<file path="src/rtl/decoder_line_encoder_pkg.sv">
// Shared types and helpers for the line re-encoder and its priority encoder.
package decoder_pkg;

  typedef enum logic {
    IDLE = 1'b0,
    EMIT = 1'b1
  } state_t;

  function automatic int code_width(input int n);
    return $clog2(n);
  endfunction

  // True when exactly one bit of v is set.
  function automatic logic is_onehot(input logic [31:0] v);
    return (v != 32'd0) && ((v & (v - 32'd1)) == 32'd0);
  endfunction

endpackage

</file>
<file path="src/rtl/decoder_line_encoder_lsb_prio_enc.sv">
// Combinational lowest-set-bit encoder with an any-set flag.
module lsb_prio_enc
  import decoder_pkg::*;
#(
  parameter  int N = 4,
  localparam int W = code_width(N)
) (
  input  logic [N-1:0] vec,
  output logic [W-1:0] code,
  output logic         any
);

  // Scanning from the top down lets the lowest set bit win.
  always_comb begin
    code = '0;
    for (int i = N - 1; i >= 0; i--) begin
      if (vec[i]) code = W'(i);
    end
  end

  assign any = |vec;

endmodule

</file>
<file path="src/rtl/decoder_line_encoder.sv">
// Captures a request vector and streams the index of each set line, lowest first.
module decoder_line_encoder
  import decoder_pkg::*;
#(
  parameter  int N = 4,
  localparam int W = code_width(N)
) (
  input  logic         clk,
  input  logic         rst,
  input  logic         in_valid,
  output logic         in_ready,
  input  logic [N-1:0] in_vec,
  output logic         out_valid,
  input  logic         out_ready,
  output logic [W-1:0] out_code,
  output logic         out_last,
  output logic         out_none,
  output logic         busy
);

  // state | meaning
  // IDLE  | ready to capture a new vector
  // EMIT  | streaming codes of pending, one per accepted handshake

  state_t       state, state_nxt;
  logic [N-1:0] pending, pending_nxt;
  logic         none_nxt;
  logic         pending_any;

  lsb_prio_enc #(.N(N)) u_enc (
    .vec  (pending),
    .code (out_code),
    .any  (pending_any)
  );

  assign in_ready  = (state == IDLE) && !rst;
  assign out_valid = (state == EMIT);
  assign busy      = (state == EMIT);
  assign out_last  = is_onehot(32'(pending));

  always_comb begin
    state_nxt   = state;
    pending_nxt = pending;
    none_nxt    = 1'b0;
    case (state)
      IDLE: begin
        if (in_valid && in_ready) begin
          if (in_vec != '0) begin
            pending_nxt = in_vec;
            state_nxt   = EMIT;
          end else begin
            none_nxt = 1'b1;
          end
        end
      end
      EMIT: begin
        // Clearing the lowest set bit retires exactly the code on out_code.
        if (out_ready) begin
          pending_nxt = pending & (pending - N'(1));
          if (out_last || !pending_any) state_nxt = IDLE;
        end
      end
      default: state_nxt = IDLE;
    endcase
  end

  always_ff @(posedge clk) begin
    if (rst) begin
      state    <= IDLE;
      pending  <= '0;
      out_none <= 1'b0;
    end else begin
      state    <= state_nxt;
      pending  <= pending_nxt;
      out_none <= none_nxt;
    end
  end

endmodule

</file>
<file path="config.mk">
export PLATFORM = sky130hd
export DESIGN_NAME = decoder_line_encoder
export DESIGN_NICKNAME = d
export VERILOG_FILES = /design/src/rtl/decoder_line_encoder_pkg.sv /design/src/rtl/decoder_line_encoder_lsb_prio_enc.sv /design/src/rtl/decoder_line_encoder.sv
export SDC_FILE = /design/constraint.sdc
export NUM_CORES = 1
export LEC_CHECK = 0
export BUFFER_PORTS_ARGS = -buffer_cell sky130_fd_sc_hd__buf_2
export CORE_AREA = 2 2 41 43
export CTS_CLUSTER_DIAMETER = 80
export DETAILED_ROUTE_END_ITERATION = 10
export DIE_AREA = 0 0 43 45
export SETUP_SLACK_MARGIN = 0.02
export SLEW_MARGIN = 20
export SYNTH_ARGS = -nofsm -noshare
export SYNTH_HDL_FRONTEND = slang
export SYNTH_SLANG_ARGS = --single-unit
</file>
<file path="constraint.sdc">
create_clock -name clk -period 1.1 [get_ports clk]
set_input_delay 0.22 -clock clk [delete_from_list [all_inputs] [get_ports clk]]
set_output_delay 0.22 -clock clk [all_outputs]
set_load 0.005 [all_outputs]
</file>
Word level (Yosys, flattened, before mapping)
Index checks and enable logic that the tools add are counted.

storage, ports and cells
  register bits after elaboration = 6
  bits in latches = 0
  memory bits (writable) = 0
  ROM bits = 0
  input bits = 8
  output and inout bits = 7
  word-level logic and storage cells = 38
  memories = 0

cells by class
  add/sub/neg operators = 2
  multipliers = 0
  divide/modulo/power cells = 0
  magnitude comparators = 0
  eq/ne operators = 3
  shifts and indexed selects = 0
  multiplexer cells = 14
  bitwise gates (word level) = 4
  reduce and logical (&&, ||, !) cells = 12

operators with widths
  operator                                               number
  AND 4 x 32 -> 32 bit                                   1
  logical NOT 32 bit                                     1
  two-way mux 4 bit                                      3
  two-way mux 2 bit                                      4
  case mux 4 bit (2 select lines)                        1
  nonzero test 4 bit                                     2
  two-way mux 1 bit                                      5
  subtractor 4 x 1 -> 5 bit, second input constant       1
  AND 4 bit                                              1
  inequality test 2 x 1 -> 1 bit, second input constant  2
  OR reduction 4 bit                                     1
  subtractor 4 x 1 -> 4 bit, second input constant       1
  logical AND 1 bit                                      3
  AND reduction 3 bit                                    1
  OR reduction 3 bit                                     1
  logical NOT 1 bit                                      2
  inequality test 2 bit, second input constant           1
  inverter 1 bit                                         2
  case mux 1 bit (2 select lines)                        1
  logical OR 1 bit                                       1

Longest topological paths before layout
Gate-level depths: netlist of run 1.

  depth after elaboration = 8
  mapped depth = 4
  depth with buffers taken out = 3

By module
Synthesis of run 1 repeated with hierarchy kept, for this count alone.

second synthesis, totals
  cells, all modules = 45
  area, all modules = 371.6 sq um

modules (own cells, without submodules)
  module                times used  cells an instance  area an instance (sq um)  seq. area each (sq um)
  decoder_line_encoder  1           38                 336.6                     120.1
  lsb_prio_enc          1           7                  35.0                      0.0

Worst setup path before layout of run 1
No wires, ideal clock.

  path kind = register -> register
  from = register pending[1]
  to = register state, in the netlist busy
  library setup time = 70 ps
  arrival time = 1083 ps
  data required time = 1030 ps
  path slack = -53 ps
  stages on the path, launching flop included = 5
  path buffers = 1
  clock period less this slack = 1153 ps
  cells stage by stage = dfxtp_1 -> buf_4 -> nor3_2 -> or4b_1 -> a21oi_1

between the ends
  word-level cells in the longest chain between the ends = 8
  elaborated cells on any way between the ends = 11
  those cells by class = add/sub (1); mux (3); bitwise (1); reduce/logical (6)

ends and longest elaborated chain
  item                                 RTL line                        text
  from (decl)                          decoder_line_encoder.sv:26      logic [N-1:0] pending, pending_nxt;
  from (signal assigned)               decoder_line_encoder.sv:74      pending <= pending_nxt;
  subtractor 4 x 1 -> 5 bit            decoder_line_encoder_pkg.sv:15  return (v != 32'd0) && ((v & (v - 32'd1)) == 32'd0);
  AND 4 x 32 -> 32 bit                 decoder_line_encoder_pkg.sv:15
  logical NOT 32 bit                   decoder_line_encoder_pkg.sv:15
  logical AND 1 bit                    decoder_line_encoder_pkg.sv:15
  logical OR 1 bit (*)                 decoder_line_encoder.sv:60      if (out_last || !pending_any) state_nxt = IDLE;
  two-way mux 1 bit (*)                decoder_line_encoder.sv:60
  two-way mux 1 bit (*)                decoder_line_encoder.sv:58      if (out_ready) begin
  case mux 1 bit (2 select lines) (*)  decoder_line_encoder.sv:45      case (state)
  to (signal assigned)                 decoder_line_encoder.sv:73      state <= state_nxt;
  to (decl)                            decoder_line_encoder.sv:25      state_t state, state_nxt;

Mark *: on every way between the ends. The rest lies on a longest branch, timed or not.
A chain may end at the register's enable or synchronous reset.

Worst setup path after layout of run 1
  from = register pending[1]
  to = output port out_last

between the ends
  word-level cells in the longest chain between the ends = 4
  elaborated cells on any way between the ends = 5
  those cells by class = add/sub (1); bitwise (1); reduce/logical (3)

ends and longest elaborated chain
  item                       RTL line                        text
  subtractor 4 x 1 -> 5 bit  decoder_line_encoder_pkg.sv:15
  AND 4 x 32 -> 32 bit       decoder_line_encoder_pkg.sv:15
  logical NOT 32 bit         decoder_line_encoder_pkg.sv:15
  logical AND 1 bit (*)      decoder_line_encoder_pkg.sv:15
  to (decl)                  decoder_line_encoder.sv:16      output logic out_last,

Marks and branches as above.

==> results of run 1 <==
[power groups by stage]
stage / Combinational, uW / Sequential [uW] / Clock (uW)
floorplan: 113 / 241 / 0
global placement: 177 / 253 / 0
detailed placement: 179 / 253 / 0
CTS: 227 / 250 / 201
global route: 260 / 253 / 217
finish: 236 / 251 / 200
[cell families (layout without fill, tap and decap cells)]
group / after synthesis / in the layout / synth area share, %
compound gates: 17 / 17 / 26.6
xor+xnor: 1 / 1 / 2.10
flops: 6 / 6 / 28.7
buf+inv: 8 / 37 / 14.4
simple gates: 18 / 18 / 28.1
[through the flow]
stage,power [uW],std cells
floorplan,354,50
global placement,430,86
detailed placement,432,86
CTS,678,95
global route,730,95
finish,688,95
[layout make-up]
class                           count  area (sq um)
Multi-Input combinational cell     36           269
Clock buffer                        3          22.5
Sequential cell                     6           134
Fill cell                         157           787
Timing Repair Buffer               32           231
Inverter                            2          7.51
Tap cell                           16          20.0
[sequential cells by signal (all words and copies together) (netlist names)]
name      count
out_none      1
pending       4
busy          1
[layer usage]
layer / global-route usage, % / routed length [um] / up-vias / share of wire [%]
li1: - / - / 242 / -
met2: 26.1 / 651 / 13 / 55
met4: 7.27 / 19 / 0 / 1.6
met5: 0 / 0 / - / 0
met1: 14.0 / 468 / 218 / 40
met3: 3.60 / 35 / 2 / 3.0
[cell usage after synthesis]
| cell | count |
|---|---|
| a31oi_1 | 3 |
| a2bb2oi_1 | 1 |
| nor4_4 | 1 |
| dfxtp_1 | 6 |
| nor3b_1 | 1 |
| buf_4 | 4 |
| o311ai_0 | 1 |
| xor2_1 | 1 |
| nor3_2 | 1 |
| nand2b_1 | 1 |
| a211oi_1 | 1 |
| nand3b_1 | 2 |
| nand2_1 | 4 |
| o21ai_0 | 3 |
| nor2b_1 | 1 |
| nand3_1 | 1 |
| buf_6 | 2 |
| a21oi_1 | 3 |
| nor2_1 | 3 |
| o211ai_1 | 5 |
| or4b_1 | 1 |
| nor3_1 | 2 |
| inv_1 | 2 |
[how the worst max path moves through the flow]
stage                          start  endpoint  cells after the start
after CTS                 pending[1]  out_last                      5
after floorplan           pending[2]      busy                      4
after detailed placement  pending[3]      busy                      3
final                     pending[1]  out_last                      5
after global routing      pending[1]  out_last                      5
after global placement    pending[3]      busy                      3
[critical path, delay by kind of cell, from the launching register on]
family / cells / cell delay (ns)
flip-flops: 1 / 0.34
buffers and inverters: 2 / 0.27
AO/OA/AOI/OAI: 3 / 0.27
[what timing repair did]
action,4_1_cts,5_1_grt
buffers inserted,6,0
pin swaps,9,3
gates resized for setup,21,5
endpoints found under the setup margin,8,7
==> summary.md, run 1 <==
| Metric | Value |
|---|---|
| Hold depth | 2 |
| DIE HEIGHT | 45 um |
| Post-synthesis cell count | 50 |
| Logic pwr share | 34.3% |
| CP startpoint kind | flop |
| Most used cell, CP | o21ai_1 |
| Cell variety after synth | 23 |
| H-tree Lvls | 1 |
| WP data required | 0.88 ns |
| Worst hold path type | input pin to flop |
| Worst slew pin tran | 0.211 ns |
| Share of cells above drive strength 1 | approximately 62% |
| Die ar. | around 0.0019 sq mm |
| Post-Route WL | 1170 um |
| Achievable Freq | about 740 MHz |
| Syn nets | a little under 60 |
| Minimum hold slack | 0.230 ns |
| Fin. max-slew vios | 0 |
| Pre-CTS setup slack | -0.157 ns |
| Worst vdd ir | a little under 0.0005 V |
| Ports | 15 |
| LEAKAGE | between 0.0003 and 0.0004 uW |
| Tcrit/Tclk final | 123% |
| Clk_skew | between 0.001 and 0.0015 ns |
| Slowest-stage cell, CP | dfxtp_2 |
| Reg2Reg Setup Slack | -0.21 ns |
| CP Cell Sequence | buf_4, o21ai_0, o21ai_1, o21ai_1, buf_2 |
| Critical R2R Launch | pending[3] |
| First DRT Iteration DRCs | 6 |
| Commonest non-fill, non-tap cell in the layout | buf_2 |
| Part of the power in the clock network | ~29% |
| Worst-Skew Late Latency | approximately 0.24 ns |
| First-pass GRT wire length | about 1900 um |
| Routed wire length per instance | about 12 um |
| # DRC | 0 |
| Ant. Diodes | 0 |
| Total CTS buffers | 3 |
| Post-route ant nets | 0 |
| Switch share | between 20 and 30% |
| Worst path max stage delay | between 0.3 and 0.4 ns |
| RR Endpoint | busy |
| Top-area cell type share of the netlist area | roughly 29% |
| Initial antenna violation count | 0 |
| Vias | 475 |
| Layout Utilization | 46.5% |
| Post-synthesis sequential area ratio | about 29% |
| Syn_area_per_cell | approximately 8.4 sq um |
| Critical setup path kind | flop to primary output |
| DP HPWL | about 800 um |
| Core area | between 0.001 and 0.0015 sq mm |
| Most frequent cells in the layout | 14 x buf_2, 11 x buf_4, 7 x buf_6, 5 x o211ai_1, 4 x nand2_1 |
| Setup ws final | -0.254 ns |
| CP arrival | 1.13 ns |
| Run status | finished, violations left |
| Final-report hold violation count | 0 |
| MaxCap Viol Count | 0 |
| NetSw | 199 uW |
| P per Cell Area | a little over 1000 mW/mm^2 |
| Starting Density | between 20% and 30% |
| Grt ovf | 0 |
| Yosys warnings | 0 |
| Count of input and output buffers | 14 |
| Total clock sinks | 6 |
| Setup TNS | -0.724 ns |
| Finish-stage setup viols | 4 |
| Max clock buf depth | 2 |
| Largest area contributor in the netlist | dfxtp_1 |
| Reg clk slew, reported paths | approximately 0.040 ns |
| All-layer global routing usage | 13.8% |
| Min-Delay Endpoint | busy |
| Via density per instance | roughly 5 |
| Min-Delay Startpoint | rst |
| Critical Path End Type | primary output |
| Mapped Area | between 400 and 500 sq um |
| Die width | 43 um |
| Via count of the first global-routing pass | 462 |
| Final weighted congestion in routability-driven placement | around 0.73 |
| Failing checks | negative setup slack |
| CTS tree | done |
| CP max FO | 4 |
| Cts hold-fix bufs | 0 |
| TritonRoute pass-1 iters | 4 |
| RSZ-0062 raised after global routing | yes |
| Largest net degree at the start of global routing | 8 |
| Int Pwr | a little under 500 uW |
| Largest cells by area after synthesis | dfxtp_1 29%, o211ai_1 9.0%, buf_4 7.2%, buf_6 5.4%, nor4_4 5.1% |
| Root buffer cell | clkbuf_4 |
| P&R area growth vs syn | 63.8% |
| Cell Area, Placed | roughly 550 sq um |
| Final Cell Area | about 680 sq um |
| Nets | roughly 90 |
| Synth Register Bits | 6 |
| Fin crit period | 1.35 ns |
| Slew margin rel. | a little under nine tenths |
| Seq pwr share | between 30 and 40% |
| Register-to-Register Path Depth | 4 |
| Standard-cell row count | 14 |
No activity file was read; power rests on OpenSTA's default activity.
==> inputs of run 2 (changes only) <==
Settings changed: CAP_MARGIN from default to 0.
Clock period 1.1 ns to 1.5 ns, I/O delays scaled along.
==> summary.md, run 2 (synthesis results as in run 1) <==
| Metric | Value |
|---|---|
| TritonRoute pass-1 iters | 4 |
| Worst vdd ir | approximately 0.00033 V |
| Met3 Wirelength | 43 um |
| Die width | 43 um |
| Final Cell Area | about 510 sq um |
| RSZ-0062 raised after global routing | no |
| CP max FO | 9 |
| CP arrival | 1.09 ns |
| Finish-stage setup viols | 0 |
| Cell Area, Placed | 463 sq um |
| Post-route ant nets | 0 |
| Worst path max stage delay | 0.37 ns |
| Commonest non-fill, non-tap cell in the layout | buf_2 |
| Root buffer cell | clkbuf_4 |
| P per Cell Area | a little under 900 mW/mm^2 |
| Total clock sinks | 6 |
| Reg2Reg Setup Slack | 0.21 ns |
| Final-report hold violation count | 0 |
| Count of input and output buffers | 14 |
| Largest net degree at the start of global routing | 11 |
| Critical setup path kind | flop to primary output |
| Minimum hold slack | a little over 0.3 ns |
| CP Cell Sequence | xor2_1, o21ai_1, o21ai_1, buf_2 |
| Highest routing layer actually used | met4 |
| Run status | finished, final reports clean |
| Core area | 0.00147 sq mm |
| Nets | 74 |
| Top reg by flops | pending |
| Post-Route WL | slightly above 900 um |
| Fin. max-slew vios | 0 |
| Slew margin rel. | roughly three quarters |
| Worst-Skew Late Latency | ~0.25 ns |
| Fin crit period | ~1.4 ns |
| # DRC | 0 |
| Setup TNS | 0 ns |
| Achievable Freq | just over 700 MHz |
| H-tree Lvls | 1 |
| Ant. Diodes | 0 |
| Reg clk slew, reported paths | 0.05 ns |
| Final weighted congestion in routability-driven placement | between 0.7 and 0.8 |
| Starting Density | between 20% and 30% |
| Routed wire length per instance | approximately 11 um |
| Clk_skew | 0.00303 ns |
| Ports | 15 |
| Via density per instance | between 5 and 6 |
| Via count of the first global-routing pass | between 300 and 400 |
| Max FFs per register | 4 |
| MaxCap Viol Count | 0 |
| Crit path max-delay family | flip-flops |
| Routed wl met2 | ~400 um |
| DP HPWL | ~680 um |
| Standard-cell row count | 14 |
| Die ar. | between 0.0015 and 0.002 sq mm |
| WP data required | about 1.2 ns |
| M1 WL | about 450 um |
| Layout Utilization | between 30 and 40% |
| Slowest-stage cell, CP | dfxtp_4 |
| Grt ovf | 0 |
| LEAKAGE | roughly 0.00021 uW |
| Max clock buf depth | 2 |
| Vias | 407 |
| Worst slew pin tran | around 0.38 ns |
| Initial antenna violation count | 0 |
| CTS tree | done |
| Most used cell, CP | o21ai_1 |
| Worst hold path type | input pin to flop |
| DIE HEIGHT | roughly 45 um |
| Total CTS buffers | 3 |
| Most frequent cells in the layout | 14 x buf_2, 5 x o211ai_1, 4 x nand2_1 |
| Share of cells above drive strength 1 | between 30% and 40% |
| Critical Path End Type | primary output |
| First DRT Iteration DRCs | 9 |
| CP startpoint kind | flop |
| All-layer global routing usage | between 10 and 15% |
| Tcrit/Tclk final | a little over 90% |
| WP buf/inv | 1 |
| P&R area growth vs syn | 21.9% |
| First-pass GRT wire length | around 1500 um |
==> run 2: cell count changes in the layout (fill, tap and decap cells not counted), sizes merged <==
cell,previous run,this run
buf,32,17
==> run 2: power by group <==
group	leakage (uW)	internal (uW)	switching [uW]	total, uW
sequential	0.0000510	169	22.8	192
combinational	0.000143	52.8	46.0	98.8
clock	0.0000138	90.9	64.8	156
total	0.000207	313	134	447
==> run 2: path summary, 6_finish.rpt <==
path              start         end  cells past startpoint
min reg2reg  pending[1]  pending[1]                      2
max          pending[2]    out_last                      4
min                 rst  pending[3]                      2
max reg2reg  pending[0]        busy                      3
==> run 2: metrics by stage <==
stage | setup slack, ns | total power, uW | instances
detailed placement | 0.153 | 288 | 75
global route | 0.0239 | 480 | 80
global placement | 0.216 | 286 | 75
finish | 0.106 | 447 | 80
floorplan | 0.347 | 258 | 50
CTS | 0.0204 | 448 | 78
==> run 2: worst reg2reg max path, stage by stage (launching register included) <==
cell and delay [ns]:
dfxtp_1 0.50, a211oi_1 0.08, or4b_1 0.52, a21oi_1 0.13
==> run 2: cell type report <==
cell class	instances	area, sq um
inverters	2	7.51
fillers	170	962
multi-input cells	36	238
flip-flops and latches	6	129
repair buffers	17	92.6
well taps	16	20.0
clock buffers	3	22.5
==> run 2: per-layer routing <==
layer  up-vias  track usage (%)
li1        219                -
met1       172             14.0
met3         2             3.60
met5         -                0
met2        14             15.5
met4         0             9.09
==> run 2: timing repair <==
action / 4_1_cts / 5_1_grt
gates resized for setup: 3 / 5
setup buffers: 0 / 2
setup endpoints to repair: 1 / 1
pin swaps: 0 / 1
gates cloned: 0 / 0
hold buffers: 0 / 0
==> inputs of run 3 (changes only) <==
Settings changed: BUFFER_PORTS_ARGS -buffer_cell sky130_fd_sc_hd__buf_2 to -buffer_cell sky130_fd_sc_hd__buf_4, CORE_AREA 2 2 41 43 to 2 2 39 41, DIE_AREA 0 0 43 45 to 0 0 41 43.
==> summary.md, run 3 (synthesis results as in run 1) <==
| Metric | Value |
|---|---|
| Slowest-stage cell, CP | or4b_1 |
| LEAKAGE | about 0.00023 uW |
| Part of the power in the clock network | 32.5% |
| Finish-stage setup viols | 0 |
| Final-report hold violation count | 0 |
| Setup TNS | 0 ns |
| Total power | between 400 and 500 uW |
| Tcrit/Tclk final | 93.6% |
| Worst path max stage delay | 0.53 ns |
| Achievable Freq | 712 MHz |
| Worst hold path type | input pin to flop |
| Cts hold-fix bufs | 0 |
| CP max FO | 6 |
| Die ar. | roughly 0.0018 sq mm |
| H-tree Lvls | 1 |
| Fillers | about 160 |
| Share of cells above drive strength 1 | ~38% |
| DP HPWL | between 700 and 800 um |
| Register Area | between 100 and 150 sq um |
| RR Endpoint | busy |
| Max clock buf depth | 2 |
| Max FFs per register | 4 |
| RSZ-0062 raised after global routing | no |
| Die width | slightly above 40 um |
| Largest net degree at the start of global routing | 11 |
| Final weighted congestion in routability-driven placement | 0.754 |
| Reg2Reg Setup Slack | between 0.09 and 0.1 ns |
| Critical R2R Launch | pending[3] |
| Crit path to | busy |
| DIE HEIGHT | 43 um |
| Final Cell Area | 547 sq um |
| Critical path launch point | pending[3] |
| Ant. Diodes | 0 |
| Footprint of the multi-input gates | 238 sq um |
| # DRC | 0 |
| Starting Density | a little under a third |
| Run status | finished, final reports clean |
| TritonRoute pass-1 iters | 4 |
| Routed wire length per instance | 12.4 um |
| CP arrival | roughly 1.6 ns |
| Worst vdd ir | 0.000321 V |
| Slew margin rel. | between 70 and 80% |
| Levels on crit path | 4 |
| All-layer global routing usage | roughly an eighth |
| Worst slew pin tran | approximately 0.35 ns |
| Logic pwr share | 26.0% |
| Post-Route WL | 988 um |
| Register-to-Register Path Depth | 4 |
| Total CTS buffers | 3 |
| Fin. max-slew vios | 0 |
| Post-route ant nets | 0 |
| Initial antenna violation count | 0 |
| Nets | 74 |
| Via count of the first global-routing pass | ~360 |
| CP startpoint kind | flop |
| P&R area growth vs syn | 30.8% |
| Layout Utilization | 39.5% |
| Ports | 15 |
| Top reg by flops | pending |
| P per Cell Area | 836 mW/mm^2 |
| Crit path max-delay family | simple AND/OR/NAND/NOR gates |
| WP buf/inv | 1 |
| Count of input and output buffers | 14 |
| MaxCap Viol Count | 0 |
| Worst-Skew Late Latency | ~0.24 ns |
| CP Cell Sequence | dlymetal6s2s_1, a211oi_1, or4b_1, a21oi_1 |
| Core area | around 0.0014 sq mm |
| CTS tree | done |
| Most frequent cells in the layout | 15 x buf_4, 5 x o211ai_1, 4 x nand2_1 |
| Clk_skew | approximately 0.0017 ns |
| Int Pwr | between 300 and 400 uW |
| Seq pwr share | between 40% and 50% |
| Cell Area, Placed | ~500 sq um |
| First-pass GRT wire length | 1480 um |
| Minimum hold slack | approximately 0.27 ns |
| Commonest non-fill, non-tap cell in the layout | buf_4 |
| WP data required | between 1.5 and 2 ns |
| Grt ovf | 0 |
| Vias | 404 |
| Switch share | 28.5% |
| Reg clk slew, reported paths | around 0.05 ns |
| NetSw | around 130 uW |
| Via density per instance | 5.05 |
| Fin crit period | 1.40 ns |
| Root buffer cell | clkbuf_4 |
| Standard-cell row count | 14 |
| Critical Path End Type | flop |
| Critical setup path kind | flop to flop |
| Total clock sinks | 6 |
| First DRT Iteration DRCs | 15 |
-- run 3: cell types whose count changed in the layout (fill, tap and decap cells not counted), sizes merged --
cell / before / now
clkbuf: 3 / 4
buf: 17 / 15
dlymetal6s2s: 0 / 1
-- run 3: area by class of cell --
type	instances	share of cell area (%)
multi-input cells	36	43.5
clock buffers	3	4.12
repair buffers	17	23.8
inverters	2	1.37
well taps	16	3.66
flip-flops and latches	6	23.6
-- run 3: power by group through the flow --
stage,Sequential [uW],Combinational (uW),Clock [uW]
2_1_floorplan,177,81.6,0
3_3_place_gp,195,108,0
3_5_place_dp,195,110,0
4_1_cts,192,110,154
5_1_grt,192,131,162
6_report,190,119,148
-- run 3: how the worst min path moves through the flow --
| stage | from | to | depth (start not counted) |
|---|---|---|---|
| 3_5_place_dp | rst | pending[1] | 2 |
| 2_1_floorplan | rst | busy | 1 |
| 4_1_cts | rst | pending[1] | 2 |
| 6_report | rst | pending[1] | 2 |
| 3_3_place_gp | rst | busy | 2 |
| 5_1_grt | rst | pending[2] | 2 |
-- run 3: what timing repair did --
action	CTS	global route
resized for setup	5	3
cloned	0	0
setup endpoints to repair	1	1
buffers inserted	0	2
-- run 3: metrics by stage --
step	setup slack [ns]	cells
floorplan	0.347	50
global placement	0.195	75
detailed placement	0.134	75
CTS	0.0335	78
global route	0.0272	80
finish	0.0962	80
-- run 3: worst register-to-register path: stages, from the launching register on --
cell and delay, ns:
dfxtp_4 0.37, dlymetal6s2s_1 0.19, a211oi_1 0.10, or4b_1 0.53
a21oi_1 0.14
-- run 3: metal layers --
metal,track usage [%],wire length [um],vias up
li1,-,-,212
met1,17.3,469,173
met2,15.6,449,17
met3,2.09,47,2
met4,10.0,22,0
met5,0,0,-
